==> src/rtl/kmq_pkg.sv <==
// Shared encodings for the keypad-to-maze-move command path.
package kmq_pkg;

  localparam int CMD_W = 3;

  typedef enum logic [CMD_W-1:0] {
    CMD_NONE    = 3'd0,
    CMD_UP      = 3'd1,
    CMD_DOWN    = 3'd2,
    CMD_LEFT    = 3'd3,
    CMD_RIGHT   = 3'd4,
    CMD_SELECT  = 3'd5,
    CMD_RESTART = 3'd6
  } cmd_e;

  typedef enum logic [1:0] {
    ST_IDLE     = 2'd0,
    ST_DEBOUNCE = 2'd1,
    ST_HELD     = 2'd2
  } state_e;

  // Keypad codes as reported by the Key44 scanner
  localparam logic [3:0] KEY_UP      = 4'h2;
  localparam logic [3:0] KEY_DOWN    = 4'h8;
  localparam logic [3:0] KEY_LEFT    = 4'h4;
  localparam logic [3:0] KEY_RIGHT   = 4'h6;
  localparam logic [3:0] KEY_SELECT  = 4'h5;
  localparam logic [3:0] KEY_RESTART = 4'hF;

  // Row lines are active-low; all ones means no contact
  localparam logic [3:0] ROW_IDLE = 4'hF;

  // Map a keypad code to a move; unmapped keys give CMD_NONE
  function automatic cmd_e decode_key(input logic [3:0] code);
    cmd_e c;
    case (code)
      KEY_UP:      c = CMD_UP;
      KEY_DOWN:    c = CMD_DOWN;
      KEY_LEFT:    c = CMD_LEFT;
      KEY_RIGHT:   c = CMD_RIGHT;
      KEY_SELECT:  c = CMD_SELECT;
      KEY_RESTART: c = CMD_RESTART;
      default:     c = CMD_NONE;
    endcase
    return c;
  endfunction

endpackage

==> src/rtl/cmd_fifo.sv <==
// Small synchronous FIFO with valid/ready read side. A push while full is
// only accepted when a pop frees the head slot in the same cycle.
module cmd_fifo #(
  parameter int DEPTH  = 4,
  parameter int DATA_W = 3
) (
  input  logic              clk,
  input  logic              reset,
  input  logic              push,
  input  logic [DATA_W-1:0] push_data,
  output logic              full,
  output logic              valid,
  input  logic              ready,
  output logic [DATA_W-1:0] data
);

  localparam int AW = $clog2(DEPTH);
  localparam int CW = AW + 1;
  localparam logic [CW-1:0] FULL_CNT = CW'(DEPTH);
  localparam logic [AW-1:0] PTR_ONE  = AW'(1);
  localparam logic [CW-1:0] CNT_ONE  = CW'(1);

  logic [AW-1:0]     wr_ptr_q, wr_ptr_d;
  logic [AW-1:0]     rd_ptr_q, rd_ptr_d;
  logic [CW-1:0]     count_q, count_d;
  logic [DATA_W-1:0] mem_q [DEPTH];
  logic              pop;
  logic              do_push;

  // Handshake decode, pointer/count next state and head presentation
  always_comb begin
    valid    = (count_q != '0);
    full     = (count_q == FULL_CNT);
    pop      = valid && ready;
    do_push  = push && (!full || pop);
    wr_ptr_d = do_push ? (wr_ptr_q + PTR_ONE) : wr_ptr_q;
    rd_ptr_d = pop ? (rd_ptr_q + PTR_ONE) : rd_ptr_q;
    count_d  = count_q;
    if (do_push && !pop) begin
      count_d = count_q + CNT_ONE;
    end else if (!do_push && pop) begin
      count_d = count_q - CNT_ONE;
    end
    data = valid ? mem_q[rd_ptr_q] : '0;
  end

  // Control state: pointers and occupancy
  always_ff @(posedge clk) begin
    if (reset) begin
      wr_ptr_q <= '0;
      rd_ptr_q <= '0;
      count_q  <= '0;
    end else begin
      wr_ptr_q <= wr_ptr_d;
      rd_ptr_q <= rd_ptr_d;
      count_q  <= count_d;
    end
  end

  // Storage array; contents are meaningless until written, so no reset
  always_ff @(posedge clk) begin
    if (do_push) begin
      mem_q[wr_ptr_q] <= push_data;
    end
  end

endmodule

==> src/rtl/key_move_queue.sv <==
// Debounces keypad presses from the Key44 scanner, maps them to maze moves
// and queues them for the game engine over a valid/ready handshake.
module key_move_queue
  import kmq_pkg::*;
#(
  parameter int STABLE_CYCLES  = 16,
  parameter int RELEASE_CYCLES = 64,
  parameter int REPEAT_CYCLES  = 0,
  parameter int DEPTH          = 4
) (
  input  logic       clk,
  input  logic       reset,
  input  logic [3:0] row,
  input  logic [3:0] key_value,
  output logic [2:0] cmd,
  output logic       cmd_valid,
  input  logic       cmd_ready,
  output logic       key_down,
  output logic       overflow
);

  localparam int CNT_MAX = (STABLE_CYCLES > REPEAT_CYCLES) ? STABLE_CYCLES : REPEAT_CYCLES;
  localparam int CNT_W   = (CNT_MAX < 2) ? 1 : $clog2(CNT_MAX);
  localparam int ACT_W   = $clog2(RELEASE_CYCLES + 1);
  localparam bit REPEAT_EN = (REPEAT_CYCLES != 0);

  localparam logic [CNT_W-1:0] CNT_ONE     = CNT_W'(1);
  localparam logic [CNT_W-1:0] STABLE_LAST = CNT_W'(STABLE_CYCLES - 1);
  localparam logic [CNT_W-1:0] REPEAT_LAST = CNT_W'(REPEAT_EN ? REPEAT_CYCLES - 1 : 0);
  localparam logic [ACT_W-1:0] ACT_ONE     = ACT_W'(1);
  localparam logic [ACT_W-1:0] ACT_RELOAD  = ACT_W'(RELEASE_CYCLES);

  logic [3:0]       sync1_q, sync1_d;
  logic [3:0]       sync2_q, sync2_d;
  logic [ACT_W-1:0] act_q, act_d;
  state_e           state_q, state_d;
  logic [3:0]       kv_hold_q, kv_hold_d;
  logic [CNT_W-1:0] cnt_q, cnt_d;
  logic             overflow_q, overflow_d;

  logic             same_key;
  logic             stable_done;
  logic             repeat_due;
  logic             key_event;
  cmd_e             cmd_ev;
  logic             push;
  logic             fifo_full;
  logic [CMD_W-1:0] fifo_data;

  // Two-flop synchroniser on the raw row lines, then the release-hold counter
  always_comb begin
    sync1_d = row;
    sync2_d = sync1_q;
    if (sync2_q != ROW_IDLE) begin
      act_d = ACT_RELOAD;
    end else if (act_q != '0) begin
      act_d = act_q - ACT_ONE;
    end else begin
      act_d = act_q;
    end
  end

  assign key_down = (act_q != '0);

  // Shared press qualifiers used by both the next-state and output logic
  always_comb begin
    same_key    = (key_value == kv_hold_q);
    stable_done = key_down && same_key && (cnt_q == STABLE_LAST);
    repeat_due  = REPEAT_EN && key_down && same_key && (cnt_q == REPEAT_LAST);
  end

  // Press FSM next state: debounce a stable code, then track the hold
  always_comb begin
    state_d   = state_q;
    kv_hold_d = kv_hold_q;
    cnt_d     = cnt_q;
    case (state_q)
      ST_IDLE: begin
        if (key_down) begin
          state_d   = ST_DEBOUNCE;
          kv_hold_d = key_value;
          cnt_d     = '0;
        end
      end
      ST_DEBOUNCE: begin
        if (!key_down) begin
          state_d = ST_IDLE;
          cnt_d   = '0;
        end else if (!same_key) begin
          kv_hold_d = key_value;
          cnt_d     = '0;
        end else if (stable_done) begin
          state_d = ST_HELD;
          cnt_d   = '0;
        end else begin
          cnt_d = cnt_q + CNT_ONE;
        end
      end
      ST_HELD: begin
        if (!key_down) begin
          state_d = ST_IDLE;
          cnt_d   = '0;
        end else if (!same_key) begin
          // A different key while still held is a new press
          state_d   = ST_DEBOUNCE;
          kv_hold_d = key_value;
          cnt_d     = '0;
        end else if (REPEAT_EN) begin
          cnt_d = repeat_due ? '0 : (cnt_q + CNT_ONE);
        end
      end
      default: begin
        state_d = ST_IDLE;
        cnt_d   = '0;
      end
    endcase
  end

  // Press FSM outputs: event strobe, decode, push and sticky drop flag
  always_comb begin
    key_event = 1'b0;
    case (state_q)
      ST_DEBOUNCE: key_event = stable_done;
      ST_HELD:     key_event = repeat_due;
      default:     key_event = 1'b0;
    endcase
    cmd_ev     = decode_key(kv_hold_q);
    push       = key_event && (cmd_ev != CMD_NONE);
    overflow_d = overflow_q || (push && fifo_full && !(cmd_valid && cmd_ready));
  end

  // Control registers with synchronous reset
  always_ff @(posedge clk) begin
    if (reset) begin
      sync1_q    <= ROW_IDLE;
      sync2_q    <= ROW_IDLE;
      act_q      <= '0;
      state_q    <= ST_IDLE;
      cnt_q      <= '0;
      overflow_q <= 1'b0;
    end else begin
      sync1_q    <= sync1_d;
      sync2_q    <= sync2_d;
      act_q      <= act_d;
      state_q    <= state_d;
      cnt_q      <= cnt_d;
      overflow_q <= overflow_d;
    end
  end

  // Held key code; only read once a press has latched it
  always_ff @(posedge clk) begin
    kv_hold_q <= kv_hold_d;
  end

  assign overflow = overflow_q;

  cmd_fifo #(
    .DEPTH  (DEPTH),
    .DATA_W (CMD_W)
  ) u_cmd_fifo (
    .clk       (clk),
    .reset     (reset),
    .push      (push),
    .push_data (cmd_ev),
    .full      (fifo_full),
    .valid     (cmd_valid),
    .ready     (cmd_ready),
    .data      (fifo_data)
  );

  assign cmd = fifo_data;

endmodule

==> config.mk <==
export PLATFORM = sky130hd
export DESIGN_NAME = key_move_queue
export DESIGN_NICKNAME = d
export VERILOG_FILES = /design/src/rtl/kmq_pkg.sv /design/src/rtl/cmd_fifo.sv /design/src/rtl/key_move_queue.sv
export SDC_FILE = /design/constraint.sdc
export NUM_CORES = 1
export LEC_CHECK = 0
export CORE_AREA = 4 4 57 80
export DETAILED_ROUTE_END_ITERATION = 7
export DIE_AREA = 0 0 61 84
export PLACE_DENSITY = 0.92
export SLEW_MARGIN = 20
export SYNTH_ARGS = -nofsm -noshare
export SYNTH_HDL_FRONTEND = slang
export SYNTH_HIERARCHICAL = 1
export SYNTH_SLANG_ARGS = --single-unit
==> constraint.sdc <==
create_clock -name clk -period 4.76 [get_ports clk]
set_clock_uncertainty 0.05 [all_clocks]
set_input_delay 0.476 -clock clk [delete_from_list [all_inputs] [get_ports clk]]
set_output_delay 0.476 -clock clk [all_outputs]
set_load 0.01 [all_outputs]
==> metrics.md <==
| Metric | Value |
|---|---|
| Status | completed |
| Pin count of the biggest net entering global routing | 31 |
| Worst setup EP type | flop |
| Critical path's top delay family | simple AND/OR/NAND/NOR gates |
| Actual slew at the worst max-slew pin | 963 ps |
| DP HPWL | 2.79 mm |
| Worst-path clk slew | 90 ps |
| Via count | 1458 |
| Antenna Cells | 0 |
| Slowest cell on crit path | clkdlybuf4s50_1 |
| Post-cts sizing count | 0 |
| Period utilization | 68.6% |
| Mean routed wirelength per cell | 14.3 µm |
| RSZ-0062 raised after global routing | false |
| CTS tree | yes |
| Worst vdd ir | 0.483 mV |
| CTS Hold Bufs | 0 |
| Antenna Nets Post-Route | 0 |
| CP Depth | 11 |
| Mean Syn Cell Area | 11.5 µm² |
| Clock power share | 16.7% |
| 1st-iter DRT viols | 47 |
| Register share of total power | 40.9% |
| CP Launch Point | key_value[2] |
| I/O Pins | 17 |
| Fmax | 0.306 GHz |
| TritonRoute pass-1 iters | 4 |
| Startpoint Class | primary input |
| Vias per cell | 5.56 |
| Critical path class | primary input to flop |
| Setup tns final | 0 ps |
| PD cells | 609 nW/µm² |
| WP data required | 4930 ps |
| Simple-gate area share of the yosys netlist | 18.6% |
| GPL Wtd Cong | 0.784 |
| # rows | 27 |
| Mux contribution to synthesized area | 5.25% |
| Postcts setup bufs | 0 |
| Final slew viol count | 0 |
| Combinational Power Share | 42.4% |
| Maxcap violations | 0 |
| H-tree depth | 2 |
| Post-synthesis adder-cell area fraction | 6.75% |
| Port buffer count | 16 |
| Synth Cell Area | 2330 µm² |
| Worst reg2reg path startpoint | act_q[0] |
| Worst Path Max Fanout | 7 |
| Die area | 5120 µm² |
| Grt total ovfl | 0 |
| Starting Density | 60.6% |
| R2R cell count | 12 |
| Vias in the first global route | 1485 |
| FFs w/ async S/R, synth | 0% |
| Switching Fraction | 37.1% |
| DIE WIDTH | 61 µm |
| Rel. slew slack | 35.6% |
| LEAKAGE | 0.000966 µW |
| Max clock buf depth | 2 |
| Largest family of logic cells by synthesized area | simple AND/OR/NAND/NOR gates |
| CP endpoint | u_cmd_fifo/count_q[2] |
| Initial antenna violation count | 0 |
| Arrival time worst endpoint | 3430 ps |
| Share of cells above drive strength 1 | 17.8% |
| Placeable Area | 3850 µm² |
| Gr usage total | 17.0% |
| Crit-path cells | clkdlybuf4s50_1, xnor2_4, nand4_4, nor4_1, a21boi_4, ha_1, inv_1, fa_1, xor2_1, or3_1, a21oi_1 |
| TritonCTS buffer count | 5 |
| Final WL | 3.75 mm |
| Fin nets | 241 |
| Synth Area in Compound Gates | 8.95% |
| Internal | 991 µW |
| Reg-to-reg setup timing slack | 1510 ps |
| First-pass GRT wire length | 6.63 mm |
| Die height | 84 µm |
| Synth Net Count | 226 |
| Overall power | 1580 µW |
| Area grow syn2layout | 10.8% |
| HP Class | flop to flop |
| Worst r2r dst | u_cmd_fifo/count_q[2] |
| Crit path largest cell delay | 580 ps |
| Xor/xnor share of the synthesized area | 8.47% |
| Endpoints failing setup | 0 |
| Clock Latency Late Sink | 300 ps |
| Fillers | 292 |
| Clock Sinks | 47 |
| Final Hold Fails | 0 |
| Number of flops mapped to enable cells by yosys | 16 |
| Syn Inst Count | 203 |
| Seq/Total Area, Yosys | 47.2% |
| Yosys warnings | 6 |
| Minimum clock period | 3260 ps |
| Yosys cell types | 49 |
| Crit path buf inv count | 2 |
| Drt drc | 0 |
| Root Driver | clkbuf_8 |
| Synthesized flop and latch total | 47 |
| Psw | 586 µW |
| Top FF cell, synth | dfxtp_1 |
per-stage QoR:
| step | instances | hold slack (ps) | util, % | worst slack [ps] | area (µm²) |
|---|---|---|---|---|---|
| 2_1_floorplan | 203 | 339 | - | 1870 | 2330 |
| 3_3_place_gp | 254 | 342 | 64.5 | 1370 | 2480 |
| 3_5_place_dp | 254 | 347 | 64.5 | 1190 | 2480 |
| 4_1_cts | 262 | 365 | 67.2 | 1500 | 2590 |
| 5_1_grt | 262 | 380 | 67.2 | 1310 | 2590 |
| 6_report | 262 | 362 | 67.2 | 1500 | 2590 |
cells by family (layout without fill, tap and decap cells):
logic type / Yosys count / after routing
and+or+nand+nor: 73 / 73
adders and majority gates: 12 / 12
DFF: 47 / 47
AOI/OAI and AO/OA: 28 / 28
muxes: 8 / 8
buffers and inverters: 21 / 37
xor gates and xnor gates: 14 / 14
sequential cells by signal, summed over array words and instances, names as in the netlist, named ones only:
register             count
overflow                 1
act_q                    7
u_cmd_fifo/wr_ptr_q      2
u_cmd_fifo/mem_q        12
sync2_q                  4
u_cmd_fifo/rd_ptr_q      2
sync1_q                  4
state_q                  2
u_cmd_fifo/count_q       3
kv_hold_q                4
cnt_q                    4
worst min-delay path by stage:
stage,from,to,cells past startpoint
detailed placement,sync1_q[1],sync2_q[1],1
global placement,sync1_q[2],sync2_q[2],1
floorplan,sync1_q[0],sync2_q[0],1
global route,sync1_q[2],sync2_q[2],1
finish,sync1_q[1],sync2_q[1],1
CTS,sync1_q[1],sync2_q[1],1
layer usage:
layer	track usage, %	part of all wire, %
met1	19.0	39
met5	0	0
met4	6.71	1.9
met2	29.3	55
met3	4.64	4.1
synth_stat cells, drive strengths merged (2+ instances only):
library cell	count	area, µm²
inv	13	48.8
edfxtp	16	480
ha	11	138
mux2i	4	40.0
nand3	2	10.0
nand2	7	26.3
and2	4	30.0
nor2b	4	25.0
nand4	3	33.8
o21ai	6	33.8
o31ai	4	35.0
nand2b	2	12.5
buf	5	52.6
mux4	3	67.6
or2	10	62.6
xnor2	9	154
nor2	20	77.6
or4	2	15.0
or3	8	50.1
clkbuf	3	11.3
a21oi	9	45.0
xor2	5	43.8
nor3b	3	33.8
nor3	4	25.0
dfxtp	31	621
power groups by stage:
stage / logic [µW] / registers (µW) / clock network, µW
finish: 669 / 645 / 263
floorplan: 602 / 579 / 0
CTS: 674 / 645 / 270
global route: 743 / 661 / 287
global placement: 634 / 649 / 0
detailed placement: 665 / 654 / 0
cell usage in the layout, fill, tap and decap left out, types with 2 or more instances in the layout:
master           count
mux2i_1              4
nor3_1               3
nand3_1              2
nand2_1              7
nand2b_1             2
nand4_1              2
mux4_2               3
xor2_1               5
inv_1               13
or2_2                9
clkbuf_8             5
nor3b_1              2
and2_2               4
o31ai_1              3
dfxtp_1             31
or3_1                8
nor2b_1              4
xnor2_1              5
or4_1                2
edfxtp_1            16
o21ai_0              5
nor2_1              19
xnor2_4              4
clkdlybuf4s50_1     16
a21oi_1              9
ha_1                11
cell type report:
type | instances | area (µm²) | area share (%)
multi-input cells | 135 | 1120 | 43.3
flip-flops and latches | 47 | 1100 | 42.6
repair buffers | 16 | 160 | 6.19
clock buffers | 8 | 103 | 3.97
well taps | 43 | 53.8 | 2.08
inverters | 13 | 48.8 | 1.89
No activity file was read; power rests on OpenSTA's default activity.
